`src/rtl/exec_ctrl_pkg.sv`:
```
// Shared types and constants for the execution sequencer.
// State encoding, mode codes and default parameter values.
package exec_ctrl_pkg;

    localparam int DEF_ADDR_W  = 5;
    localparam int DEF_CNT_W   = 16;
    localparam int DEF_RUN_DIV = 1_000_000;

    localparam logic [1:0] MODE_IDLE   = 2'd0;
    localparam logic [1:0] MODE_RUN    = 2'd1;
    localparam logic [1:0] MODE_HALTED = 2'd2;
    localparam logic [1:0] MODE_BUSY   = 2'd3;

    typedef enum logic [2:0] {
        S_IDLE,
        S_STEP,
        S_FPGA_SETUP,
        S_FPGA_EXEC,
        S_RUN,
        S_HALTED
    } exec_state_t;

endpackage

```
`src/rtl/exec_controller_rate_divider.sv`:
```
// Modulo-DIV counter with enable, sync clear and terminal-count output.
// Reusable for any fixed-rate tick such as a display refresh.
module rate_divider
    import exec_ctrl_pkg::*;
#(
    parameter int DIV = DEF_RUN_DIV
) (
    input  logic clk,
    input  logic reset_n,
    input  logic clear,
    input  logic enable,
    output logic tick
);

    localparam int W = $clog2(DIV);
    localparam logic [W-1:0] LAST = W'(DIV - 1);

    logic [W-1:0] count;

    assign tick = enable && (count == LAST);

    always_ff @(posedge clk or negedge reset_n) begin
        if (!reset_n) begin
            count <= '0;
        end else if (clear) begin
            count <= '0;
        end else if (enable) begin
            count <= (count == LAST) ? '0 : count + W'(1);
        end
    end

endmodule

```
`src/rtl/exec_controller.sv`:
```
// Execution sequencer: turns button pulses into PC-enable strobes.
// Breakpoint stop in run mode is built with EXEC_CTRL_BREAKPOINT_EN.
module exec_controller
    import exec_ctrl_pkg::*;
#(
    parameter int ADDR_W  = DEF_ADDR_W,
    parameter int CNT_W   = DEF_CNT_W,
    parameter int RUN_DIV = DEF_RUN_DIV
) (
    input  logic              clk,
    input  logic              reset_n,
    input  logic              clear,
    input  logic              step_pulse,
    input  logic              fpga_pulse,
    input  logic              run_toggle,
    input  logic              halt,
    input  logic [ADDR_W-1:0] curr_inst_addr,
    input  logic [ADDR_W-1:0] bp_addr,
    input  logic              bp_valid,
    output logic              pc_enable,
    output logic              inst_sel,
    output logic [1:0]        mode,
    output logic [CNT_W-1:0]  inst_count,
    output logic              bp_hit
);

    exec_state_t      state;
    logic             tick;
    logic             div_clear;
    logic             bp_stop;
    logic             bp_resume;
    logic [CNT_W-1:0] count_inc;

    // Divider only runs in RUN; every other state holds it at zero.
    assign div_clear = clear || (state != S_RUN);

    rate_divider #(
        .DIV(RUN_DIV)
    ) u_div (
        .clk(clk),
        .reset_n(reset_n),
        .clear(div_clear),
        .enable(state == S_RUN),
        .tick(tick)
    );

    assign count_inc = (inst_count == '1) ? inst_count
                                          : inst_count + CNT_W'(1);

`ifdef EXEC_CTRL_BREAKPOINT_EN
    // bp_resume lets the stopped-at instruction run once on resume.
    assign bp_stop = bp_valid && (curr_inst_addr == bp_addr) && !bp_resume;
`else
    assign bp_stop = 1'b0;
    wire unused_bp = ^{bp_addr, bp_valid, curr_inst_addr, bp_resume};
`endif

    always_ff @(posedge clk or negedge reset_n) begin
        if (!reset_n) begin
            state      <= S_IDLE;
            pc_enable  <= 1'b0;
            inst_sel   <= 1'b0;
            mode       <= MODE_IDLE;
            inst_count <= '0;
            bp_hit     <= 1'b0;
            bp_resume  <= 1'b0;
        end else if (clear) begin
            state      <= S_IDLE;
            pc_enable  <= 1'b0;
            inst_sel   <= 1'b0;
            mode       <= MODE_IDLE;
            inst_count <= '0;
            bp_hit     <= 1'b0;
            bp_resume  <= 1'b0;
        end else begin
            pc_enable <= 1'b0;
            unique case (state)
                S_IDLE: begin
                    inst_sel <= 1'b0;
                    if (run_toggle || step_pulse || fpga_pulse) begin
                        if (halt) begin
                            state <= S_HALTED;
                            mode  <= MODE_HALTED;
                        end else if (run_toggle) begin
                            state  <= S_RUN;
                            mode   <= MODE_RUN;
                            bp_hit <= 1'b0;
                        end else if (step_pulse) begin
                            state      <= S_STEP;
                            mode       <= MODE_BUSY;
                            pc_enable  <= 1'b1;
                            inst_count <= count_inc;
                            bp_hit     <= 1'b0;
                            bp_resume  <= 1'b0;
                        end else begin
                            state     <= S_FPGA_SETUP;
                            mode      <= MODE_BUSY;
                            inst_sel  <= 1'b1;
                            bp_hit    <= 1'b0;
                            bp_resume <= 1'b0;
                        end
                    end
                end
                S_STEP: begin
                    state <= S_IDLE;
                    mode  <= MODE_IDLE;
                end
                S_FPGA_SETUP: begin
                    state      <= S_FPGA_EXEC;
                    inst_sel   <= 1'b1;
                    pc_enable  <= 1'b1;
                    inst_count <= count_inc;
                end
                S_FPGA_EXEC: begin
                    state    <= S_IDLE;
                    mode     <= MODE_IDLE;
                    inst_sel <= 1'b0;
                end
                S_RUN: begin
                    if (halt) begin
                        state <= S_HALTED;
                        mode  <= MODE_HALTED;
                    end else if (run_toggle) begin
                        state <= S_IDLE;
                        mode  <= MODE_IDLE;
                    end else if (tick) begin
                        if (bp_stop) begin
                            state     <= S_IDLE;
                            mode      <= MODE_IDLE;
                            bp_hit    <= 1'b1;
                            bp_resume <= 1'b1;
                        end else begin
                            pc_enable  <= 1'b1;
                            inst_count <= count_inc;
                            bp_resume  <= 1'b0;
                        end
                    end
                end
                S_HALTED: begin
                    state <= S_HALTED;
                end
                default: begin
                    state <= S_IDLE;
                    mode  <= MODE_IDLE;
                end
            endcase
        end
    end

endmodule

```
`config.mk`:
```
export PLATFORM = sky130hd
export DESIGN_NAME = exec_controller
export DESIGN_NICKNAME = d
export VERILOG_FILES = /design/src/rtl/exec_ctrl_pkg.sv /design/src/rtl/exec_controller_rate_divider.sv /design/src/rtl/exec_controller.sv
export SDC_FILE = /design/constraint.sdc
export NUM_CORES = 1
export LEC_CHECK = 0
export CAP_MARGIN = 20
export CELL_PAD_IN_SITES_DETAIL_PLACEMENT = 2
export CELL_PAD_IN_SITES_GLOBAL_PLACEMENT = 2
export CORE_MARGIN = 2
export CORE_UTILIZATION = 35
export DETAILED_ROUTE_END_ITERATION = 6
export HOLD_SLACK_MARGIN = 0.05
export PLACE_DENSITY = 0.89
export SETUP_SLACK_MARGIN = 0.4
export SLEW_MARGIN = 20
export SYNTH_ARGS = -nofsm -noshare
export SYNTH_HDL_FRONTEND = slang
export SYNTH_SLANG_ARGS = --single-unit
```
`constraint.sdc`:
```
create_clock -name clk -period 7.4 [get_ports clk]
set_input_delay 1.48 -clock clk [delete_from_list [all_inputs] [get_ports clk]]
set_output_delay 1.48 -clock clk [all_outputs]
set_load 0.03 [all_outputs]
```
==> results of run 1 <==
worst min-delay path, delay by kind of cell (launching register included):
kind | cells | cell delay, ns
DFF | 1 | 0.35
AOI/OAI and AO/OA | 1 | 0.06
and+or+nand+nor | 1 | 0.05
area by class of cell:
| cell class | count | area, um^2 |
|---|---|---|
| sequential | 43 | 1080 |
| fill | 743 | 3900 |
| clock buffer | 6 | 82.6 |
| tap | 80 | 100 |
| inverter | 9 | 33.8 |
| timing repair buffer | 28 | 270 |
| multi-input combinational | 204 | 1250 |
| clock inverter | 1 | 5.00 |
layer usage:
metal,track usage [%],vias up
li1,-,990
met4,4.26,0
met2,31.2,21
met1,22.7,1030
met3,3.41,7
met5,0,-
flip-flops by register name, indices dropped and copies added (netlist names):
name         cells
inst_count      16
inst_sel         1
mode             2
pc_enable        1
state            3
u_div.count     20
cell usage after synthesis (3+ instances only):
cell type and number:
mux2_2 11, nor2b_1 9, a21oi_1 7, nor4_1 10
nor2_1 50, nand4_1 5, inv_1 9, xnor2_1 15
o31ai_1 4, nor4b_1 3, o21ai_0 6, nand3_1 13
nor3_1 14, and4_1 3, and3_1 3, xor2_1 3
dfrtp_1 43, a31oi_1 3, or4_1 6, clkbuf_1 10
nand2_1 16
per-stage QoR:
stage / instances / cell area, um^2 / power (mW)
finish: 371 / 2820 / 0.503
global route: 371 / 2820 / 0.530
CTS: 371 / 2820 / 0.510
detailed placement: 364 / 2730 / 0.352
global placement: 364 / 2730 / 0.347
floorplan: 269 / 2410 / 0.314
worst paths after layout:
check | slack [ns] | cells after the start | endpoint
min | 0.49 | 2 | mode[1]$_DFFE_PN0P_
min in group asynchronous | 1.33 | 1 | mode[0]$_DFFE_PN0P_
min reg2reg | 0.49 | 2 | mode[1]$_DFFE_PN0P_
max in group asynchronous | 5.44 | 1 | inst_count[10]$_DFFE_PN0P_
max | 3.63 | 6 | inst_count[0]$_DFFE_PN0P_
max reg2reg | 4.64 | 6 | inst_count[10]$_DFFE_PN0P_
kinds of logic (layout without fill, tap and decap cells):
| group | Yosys count | after routing | share of synthesized area, % |
|---|---|---|---|
| AOI/OAI and AO/OA | 28 | 28 | 7.41 |
| other | 1 | 1 | 0.155 |
| muxes | 11 | 11 | 5.13 |
| adders and majority gates | 2 | 2 | 1.04 |
| xor gates and xnor gates | 18 | 18 | 6.53 |
| DFF | 43 | 43 | 44.6 |
| and+or+nand+nor | 144 | 144 | 31.4 |
| buffers and inverters | 22 | 44 | 3.73 |
power breakdown:
| group | leakage, nW | total [mW] | switching, mW | internal [mW] |
|---|---|---|---|---|
| clock | 0.0470 | 0.157 | 0.0832 | 0.0734 |
| combinational | 0.427 | 0.0868 | 0.0534 | 0.0334 |
| sequential | 0.594 | 0.260 | 0.0160 | 0.244 |
| total | 1.07 | 0.503 | 0.153 | 0.350 |
==> results.sh, run 1 <==
export IMPL_slowest_delay_ns=0.82
export IMPL_final_nets=311
export IMPL_syn_to_final_growth_pct=16.8
export IMPL_layout_drive_gt1_share_pct=8.93
export IMPL_final_cell_mix="nor2_1 (50), dfrtp_1 (43), clkdlybuf4s50_1 (25)"
export IMPL_start_util_pct=35.9
export IMPL_num_rows=30
export IMPL_cap_violations=0
export IMPL_yosysTopAreaCellShare_pct=44.6
export IMPL_seq_area_frac_synth_pct=44.6
export IMPL_gr_total_overflow=0
export IMPL_cts_tree="done"
export IMPL_dieWidth_um=87.0
export IMPL_synth_cells=269
export IMPL_place_hpwl_mm=4.43
export IMPL_cts_made_buffers=5
export IMPL_ys_types=42
export IMPL_startpoint="run_toggle"
export IMPL_dieHeight_um=87.0
export IMPL_synth_edf_count=0
export IMPL_path_cells="clkdlybuf4s50_1, nor4_1, nor3_1, nor3_1, nor3_1, mux2_2"
export IMPL_worst_path_buf_inv=1
export IMPL_tightestPinTransition_ns=0.984
export IMPL_ctsResizeCount=0
export IMPL_top_layer_used="met4"
export IMPL_finalCritPeriodShare_pct=50.9
export IMPL_max_slew_margin_rel_pct=34.4
export IMPL_path_delay_family="simple AND/OR/NAND/NOR gates"
export IMPL_worstSetupPathType="in2reg"
export IMPL_cp_start_kind="input port"
export IMPL_routed_wl_mm=6.28
export IMPL_cts_setup_buffers=0
export IMPL_yosys_top_cells_area="dfrtp_1 (45%), nor2_1 (7.8%), xnor2_1 (5.4%), mux2_2 (5.1%), nor3_1 (2.9%)"
export IMPL_track_usage_pct=17.9
export IMPL_cts_sinks=43
export IMPL_cp_common_cell="nor3_1"
export IMPL_finalSetupTns_ns=0
export IMPL_clkLatencyLatePin_ns=0.30
export IMPL_antenna_found_initial=0
export IMPL_hold_viol_final=0
export IMPL_wl_met1_mm=2.90
export IMPL_gp_congestion=0.754
export IMPL_drt_initial_drc_count=67
export IMPL_wl_met2_mm=3.19
export IMPL_timing_final_ws_setup_ns=3.63
export IMPL_endpoint_kind="register"
export IMPL_ir_drop_mv=0.0595
export IMPL_num_vias=2048
export IMPL_antenna_left=0
export IMPL_critPathArrivalTime_ns=3.96
export IMPL_drc_errors=0
export IMPL_grt_pass1_vias=2116
export IMPL_synthArstFlopShare_pct=100
export IMPL_avgViaCountPerCell=5.52
export IMPL_synth_ff_type="dfrtp_1"
export IMPL_setup_violations_final=0
export IMPL_synth_area_leader_cell="dfrtp_1"
export IMPL_max_freq_mhz=265
export IMPL_worstPathMaxFanout=8
export IMPL_port_buffers=26
export IMPL_fin_hold_ws_ns=0.486
export IMPL_slowest_stage="nor3_1"
export IMPL_period_needed_ns=3.77
export IMPL_utilization_pct=42.0
export IMPL_htreeDepth=2
export IMPL_p_per_area_nw_per_um2=178
export IMPL_grt_pass1_wl_mm=10.7
export IMPL_hold_buffers=0
export IMPL_fin_skew_ns=0.0157
export IMPL_design_core_area_um2=6720
export IMPL_n_antenna_cell=0
export IMPL_synth_fp_nets=289
export IMPL_slew_viol_final=0
export IMPL_wl_met3_um=121
export IMPL_status="complete, no violations"
export IMPL_cts_root_buf="clkbuf_8"
export IMPL_reg2reg_from="u_div.count[0]$_DFFE_PN0P_"
export IMPL_wl_per_cell_um=16.9
export IMPL_rsz0062_at_grt="false"
export IMPL_final_common_cell="nor2_1"
export IMPL_required_ns=7.59
export IMPL_hold_class="reg2reg"
export IMPL_dpl_worst_slack_ns=3.33
export IMPL_p_leak_nw=1.07
export IMPL_syn_area_um2=2410
export IMPL_ys_ff_latch=43
export IMPL_dieArea_um2=7580
export IMPL_hp_start="mode[1]$_DFFE_PN0P_"
export IMPL_io_pins=39
export IMPL_clk_pin_slew_ns=0.08
export IMPL_cts_path_max_buffers=2
export IMPL_firstDrtPassIters=4
export IMPL_avgSynthCellArea_um2=8.97
export IMPL_yosysWarnings=0
export IMPL_grt_max_degree=44
Note: power is estimated with default switching activity, not from simulation.
==> run 2: changes to the inputs <==
--- a/config.mk
+++ b/config.mk
@@ -9,10 +9,10 @@
 export CELL_PAD_IN_SITES_DETAIL_PLACEMENT = 2
 export CELL_PAD_IN_SITES_GLOBAL_PLACEMENT = 2
 export CORE_MARGIN = 2
-export CORE_UTILIZATION = 35
+export CORE_UTILIZATION = 29
 export DETAILED_ROUTE_END_ITERATION = 6
 export HOLD_SLACK_MARGIN = 0.05
-export PLACE_DENSITY = 0.89
+export PLACE_DENSITY = 0.79
 export SETUP_SLACK_MARGIN = 0.4
 export SLEW_MARGIN = 20
 export SYNTH_ARGS = -nofsm -noshare
==> constraint.sdc (replaced) <==
create_clock -name clk -period 3.25 [get_ports clk]
set_input_delay 0.65 -clock clk [delete_from_list [all_inputs] [get_ports clk]]
set_output_delay 0.65 -clock clk [all_outputs]
set_load 0.03 [all_outputs]
==> run 2 against run 1 <==
  * Register-to-register slack worse by 4.1 ns
  * Wire length up 7.2%
  * Design area up 4.3%
  * Die area is 20% higher
  * Clock-buffer cell count unchanged
  * Total power grew to 2.6 times the previous value
  * Sequential power up 130%
  * Sequential cell count unchanged
  * Via count increased by 2.1%
  * Worst hold slack got worse by 0.14 ns
  * Utilization fell by 5.8 points
  * Cell count up 8.1%
  * Highest routed layer unchanged
==> results.sh, run 2 (same netlist as run 1, synthesis figures left out) <==
export IMPL_status="complete, no violations"
export IMPL_track_usage_pct=15.8
export IMPL_required_ns=3.44
export IMPL_dieArea_um2=9070
export IMPL_grt_pass1_wl_mm=11.3
export IMPL_num_fill_cells=918
export IMPL_design_core_area_um2=8130
export IMPL_n_antenna_cell=0
export IMPL_use_met1_pct=20.0
export IMPL_busiest_layer="met2"
export IMPL_hold_viol_final=0
export IMPL_grt_pass1_vias=2278
export IMPL_cts_made_buffers=5
export IMPL_p_per_area_nw_per_um2=445
export IMPL_max_freq_mhz=374
export IMPL_critPathArrivalTime_ns=2.87
export IMPL_drt_initial_drc_count=39
export IMPL_num_rows=33
export IMPL_routed_wl_mm=6.73
export IMPL_antenna_found_initial=0
export IMPL_avgViaCountPerCell=5.22
export IMPL_hold_class="in2async"
export IMPL_place_hpwl_mm=4.71
export IMPL_tightestPinTransition_ns=0.826
export IMPL_io_pins=39
export IMPL_final_seq_area_um2=1080
export IMPL_htreeDepth=2
export IMPL_final_common_cell="nor2_1"
export IMPL_max_slew_margin_rel_pct=44.8
export IMPL_finalCritPeriodShare_pct=82.3
export IMPL_instances_no_fill=401
export IMPL_cts_sinks=43
export IMPL_clk_pin_slew_ns=0.09
export IMPL_wl_per_cell_um=16.8
export IMPL_ir_drop_mv=0.161
export IMPL_r2r_end="inst_count[15]$_DFFE_PN0P_"
export IMPL_dieHeight_um=95.2
export IMPL_period_needed_ns=2.67
export IMPL_rsz0062_at_grt="false"
export IMPL_multi_input_area_um2=1260
export IMPL_r2r_setup_slack_ns=0.58
export IMPL_r2r_cells=7
export IMPL_cts_tree="done"
export IMPL_slew_viol_final=0
export IMPL_antenna_left=0
export IMPL_gp_congestion=0.729
export IMPL_fin_skew_ns=0.0153
export IMPL_reg2reg_from="u_div.count[0]$_DFFE_PN0P_"
export IMPL_firstDrtPassIters=4
export IMPL_cap_violations=0
export IMPL_port_buffers=26
export IMPL_largest_register_ffs=20
export IMPL_met2_usage_pct=28.3
export IMPL_finalSetupTns_ns=0
export IMPL_gr_total_overflow=0
export IMPL_cts_root_buf="clkbuf_8"
export IMPL_worstSetupPathType="reg2reg"
export IMPL_endpoint_kind="register"
export IMPL_place_inst=393
export IMPL_cts_path_max_buffers=2
export IMPL_cp_start_kind="register"
export IMPL_drc_errors=0
export IMPL_final_cell_mix="nor2_1 (50), dfrtp_1 (43), clkdlybuf4s50_1 (25)"
export IMPL_final_nets=315
export IMPL_met3_usage_pct=2.61
export IMPL_setup_violations_final=0
export IMPL_worstPathMaxFanout=7
export IMPL_start_util_pct=29.7
export IMPL_layout_drive_gt1_share_pct=10.8
export IMPL_hold_buffers=0
export IMPL_dieWidth_um=95.2
export IMPL_clkLatencyLatePin_ns=0.30
export IMPL_p_leak_nw=1.11
export IMPL_largestRegisters="u_div.count x20, inst_count x16, state x3"
export IMPL_grt_max_degree=44
export IMPL_num_vias=2092
export IMPL_largest_register="u_div.count"
export IMPL_syn_to_final_growth_pct=21.9
[run 2: area by class of cell]
cell class	count	area share (%)
clock inverter	2	2.04
multi-input combinational	204	43.0
tap	105	4.47
clock buffer	6	2.47
timing repair buffer	32	10.3
inverter	9	1.15
sequential	43	36.6
[run 2: what timing repair did]
item                       in CTS  in global routing
setup endpoints to repair       0                  2
resized for setup               0                  2
buffers inserted                0                  0
[run 2: per-layer routing]
| layer | wire length (um) | up-vias |
|---|---|---|
| li1 | - | 995 |
| met1 | 3070 | 1071 |
| met2 | 3470 | 22 |
| met3 | 148 | 4 |
| met4 | 38 | 0 |
| met5 | 0 | - |
[run 2: worst max-delay path, cell delays in order (launching register included)]
cell and delay (ns):
dfrtp_1 0.44, ha_1 0.28, or4bb_1 0.55, nor4_4 0.34
nor3_1 0.11, buf_4 0.18, nor4_1 0.30, mux2_2 0.38
[run 2: worst max-delay path by stage]
| stage | from | end | cells past startpoint |
|---|---|---|---|
| after detailed placement | step_pulse | inst_count[13]$_DFFE_PN0P_ | 7 |
| after global placement | step_pulse | inst_count[6]$_DFFE_PN0P_ | 7 |
| final | u_div.count[0]$_DFFE_PN0P_ | inst_count[15]$_DFFE_PN0P_ | 7 |
| after global routing | u_div.count[0]$_DFFE_PN0P_ | inst_count[8]$_DFFE_PN0P_ | 7 |
| after floorplan | u_div.count[0]$_DFFE_PN0P_ | inst_count[6]$_DFFE_PN0P_ | 6 |
| after CTS | u_div.count[0]$_DFFE_PN0P_ | inst_count[13]$_DFFE_PN0P_ | 7 |
[run 2: metrics by stage]
step / util (%) / setup slack [ns] / hold slack, ns / instance area (um^2) / total power, mW
CTS: 35.9 / 0.495 / 0.510 / 2920 / 1.32
global placement: 34.3 / 0.376 / 0.468 / 2790 / 0.801
global route: 36.2 / 0.407 / 0.381 / 2940 / 1.37
finish: 36.2 / 0.576 / 0.349 / 2940 / 1.31
detailed placement: 34.3 / 0.346 / 0.491 / 2790 / 0.812
floorplan: - / 0.927 / 0.354 / 2410 / 0.715
[run 2: report_power, final]
part           leakage, nW  switching [mW]  internal [mW]
clock               0.0654           0.200          0.308
sequential           0.594          0.0302          0.555
combinational        0.449           0.131         0.0846
==> run 3: changes to the inputs <==
==> constraint.sdc (replaced) <==
create_clock -name clk -period 2.3 [get_ports clk]
set_input_delay 0.46 -clock clk [delete_from_list [all_inputs] [get_ports clk]]
set_output_delay 0.46 -clock clk [all_outputs]
set_load 0.03 [all_outputs]
==> run 3 against run 2 <==
  * The flow now finishes with violations (setup timing)
  * Via count is 20% higher
  * Clock-buffer cell count is 1 lower
  * Register-to-register slack worse by 0.65 ns
  * Design area is 38% higher
  * Non-clock buffer count is 72 higher
  * Worst hold slack worse by 0.12 ns
  * Utilization is 14 points higher
  * First-iteration DRC count grew to 3.2 times the previous value
  * Critical endpoint is now inst_count[0]$_DFFE_PN0P_
==> results.sh, run 3 (same netlist as run 1, synthesis figures left out) <==
export IMPL_num_fill_cells=830
export IMPL_largest_register_ffs=20
export IMPL_tightestPinTransition_ns=0.605
export IMPL_p_seq_share_pct=40.4
export IMPL_critPathArrivalTime_ns=2.58
export IMPL_cts_path_max_buffers=2
export IMPL_period_needed_ns=2.37
export IMPL_final_nets=387
export IMPL_clk_pin_slew_ns=0.10
export IMPL_start_util_pct=29.7
export IMPL_final_cell_mix="buf_4 (65), dfrtp_1 (41), nor2_1 (30)"
export IMPL_slew_viol_final=0
export IMPL_num_rows=33
export IMPL_fin_skew_ns=0.00867
export IMPL_antenna_left=0
export IMPL_gr_total_overflow=0
export IMPL_drc_errors=0
export IMPL_timing_final_ws_setup_ns=-0.0695
export IMPL_cts_sinks=43
export IMPL_largest_register="u_div.count"
export IMPL_pwr_share_clk_pct=32.3
export IMPL_required_ns=2.51
export IMPL_path_delay_family="simple AND/OR/NAND/NOR gates"
export IMPL_grt_pass1_vias=2723
export IMPL_power_internal_mw=1.34
export IMPL_combPwrFrac_pct=27.3
export IMPL_hold_viol_final=0
export IMPL_track_usage_pct=21.5
export IMPL_place_hpwl_mm=5.36
export IMPL_p_per_area_nw_per_um2=494
export IMPL_status="finished with violations"
export IMPL_antenna_found_initial=0
export IMPL_grt_max_degree=44
export IMPL_final_common_cell="buf_4"
export IMPL_switching_share_pct=32.9
export IMPL_worstPathMaxFanout=2
export IMPL_path_cells="ha_2, or4bb_4, nor4_4, buf_4, nor3_2, buf_4, nor3_2, mux2_2"
export IMPL_grt_pass1_wl_mm=14.7
export IMPL_place_inst=443
export IMPL_max_freq_mhz=422
export IMPL_setup_violations_final=11
export IMPL_cp_start_kind="register"
export IMPL_design_core_area_um2=8130
export IMPL_clkLatencyLatePin_ns=0.32
export IMPL_syn_to_final_growth_pct=67.7
export IMPL_hold_buffers=0
export IMPL_avgViaCountPerCell=5.32
export IMPL_dpl_cell_area_um2=3190
export IMPL_finalCritPeriodShare_pct=103
export IMPL_htreeDepth=2
export IMPL_cts_tree="done"
export IMPL_final_seq_area_um2=1080
export IMPL_dpl_worst_slack_ns=-0.369
export IMPL_dieHeight_um=95.2
export IMPL_port_buffers=26
export IMPL_wl_per_cell_um=23.1
export IMPL_n_antenna_cell=0
export IMPL_dieArea_um2=9070
export IMPL_p_leak_nw=1.63
export IMPL_hold_class="in2async"
export IMPL_violations="setup timing"
export IMPL_num_vias=2517
export IMPL_final_cell_area_um2=4050
export IMPL_totalPowerFinal_mw=2.00
export IMPL_utilization_pct=49.7
export IMPL_p_sw_mw=0.658
export IMPL_instances_no_fill=473
export IMPL_worst_path_buf_inv=2
export IMPL_io_pins=39
export IMPL_cts_root_buf="clkbuf_8"
export IMPL_routed_wl_mm=10.9
export IMPL_cap_violations=0
export IMPL_gp_congestion=0.830
export IMPL_cts_made_buffers=5
export IMPL_dieWidth_um=95.2
export IMPL_drt_initial_drc_count=123
export IMPL_layout_drive_gt1_share_pct=44.0
export IMPL_slowest_delay_ns=0.47
export IMPL_ir_drop_mv=0.212
export IMPL_rsz0062_at_grt="true"
export IMPL_endpoint_kind="register"
export IMPL_firstDrtPassIters=4
export IMPL_slowest_stage="or4bb_4"
export IMPL_largestRegisters="u_div.count x20, inst_count x16, state x3"
export IMPL_worstSetupPathType="reg2reg"
export IMPL_multi_input_area_um2=1730
export IMPL_max_slew_margin_rel_pct=59.6
==> run 3: cell types whose count changed in the layout (fill, tap and decap cells not counted), sizes merged <==
cell and delta:
clkdlybuf4s50 -15, inv +1, dlygate4sd2 +14, dlymetal6s2s +1, clkinv +1, bufinv -1, buf +71
==> run 3: path summary, 6_finish.rpt <==
check / from / endpoint / slack, ns / depth (start not counted)
max in group asynchronous: reset_n / inst_count[0]$_DFFE_PN0P_ / 1.63 / 2
setup reg to reg: u_div.count[0]$_DFFE_PN0P_ / inst_count[0]$_DFFE_PN0P_ / -0.07 / 8
hold reg to reg: mode[0]$_DFFE_PN0P_ / mode[0]$_DFFE_PN0P_ / 0.51 / 2
setup / recovery: u_div.count[0]$_DFFE_PN0P_ / inst_count[0]$_DFFE_PN0P_ / -0.07 / 8
hold / removal: reset_n / inst_count[3]$_DFFE_PN0P_ / 0.23 / 2
min in group clk: mode[0]$_DFFE_PN0P_ / mode[0]$_DFFE_PN0P_ / 0.51 / 2
==> run 3: area by class of cell <==
type | count | area share, %
well taps | 105 | 3.25
clock inverters | 3 | 1.18
clock buffers | 5 | 1.70
flip-flops and latches | 43 | 26.7
inverters | 9 | 0.835
multi-input cells | 204 | 42.8
repair buffers | 104 | 23.6
==> run 3: power groups by stage <==
stage          Sequential [mW]  Combinational [mW]  Clock [mW]
2_1_floorplan            0.874               0.145           0
5_1_grt                  0.811               0.579       0.685
4_1_cts                  0.803               0.456       0.651
3_5_place_dp             0.817               0.411           0
6_report                 0.807               0.546       0.645
3_3_place_gp             0.815               0.391           0
==> run 3: layer usage <==
| metal | share of wire [%] | GRT usage [%] | routed length [um] | vias to the layer above |
|---|---|---|---|---|
| li1 | - | - | - | 1148 |
| met1 | 39 | 24.8 | 4210 | 1303 |
| met2 | 57 | 39.6 | 6170 | 48 |
| met3 | 2.1 | 3.00 | 228 | 18 |
| met4 | 2.8 | 8.70 | 302 | 0 |
| met5 | 0 | 0 | 0 | - |
==> run 3: stage by stage <==
| stage | setup TNS (ns) | hold WS [ns] |
|---|---|---|
| after detailed placement | -4.04 | 0.489 |
| after floorplan | 0 | 0.164 |
| after global routing | -1.80 | 0.260 |
| final | -0.416 | 0.231 |
| after global placement | -3.86 | 0.476 |
| after CTS | -0.00626 | 0.247 |
==> run 3: timing repair <==
action                     CTS  global route
resized for setup           43            77
gates cloned                 2             1
setup buffers               11             8
setup endpoints to repair   49            39
pin swaps                   13            20
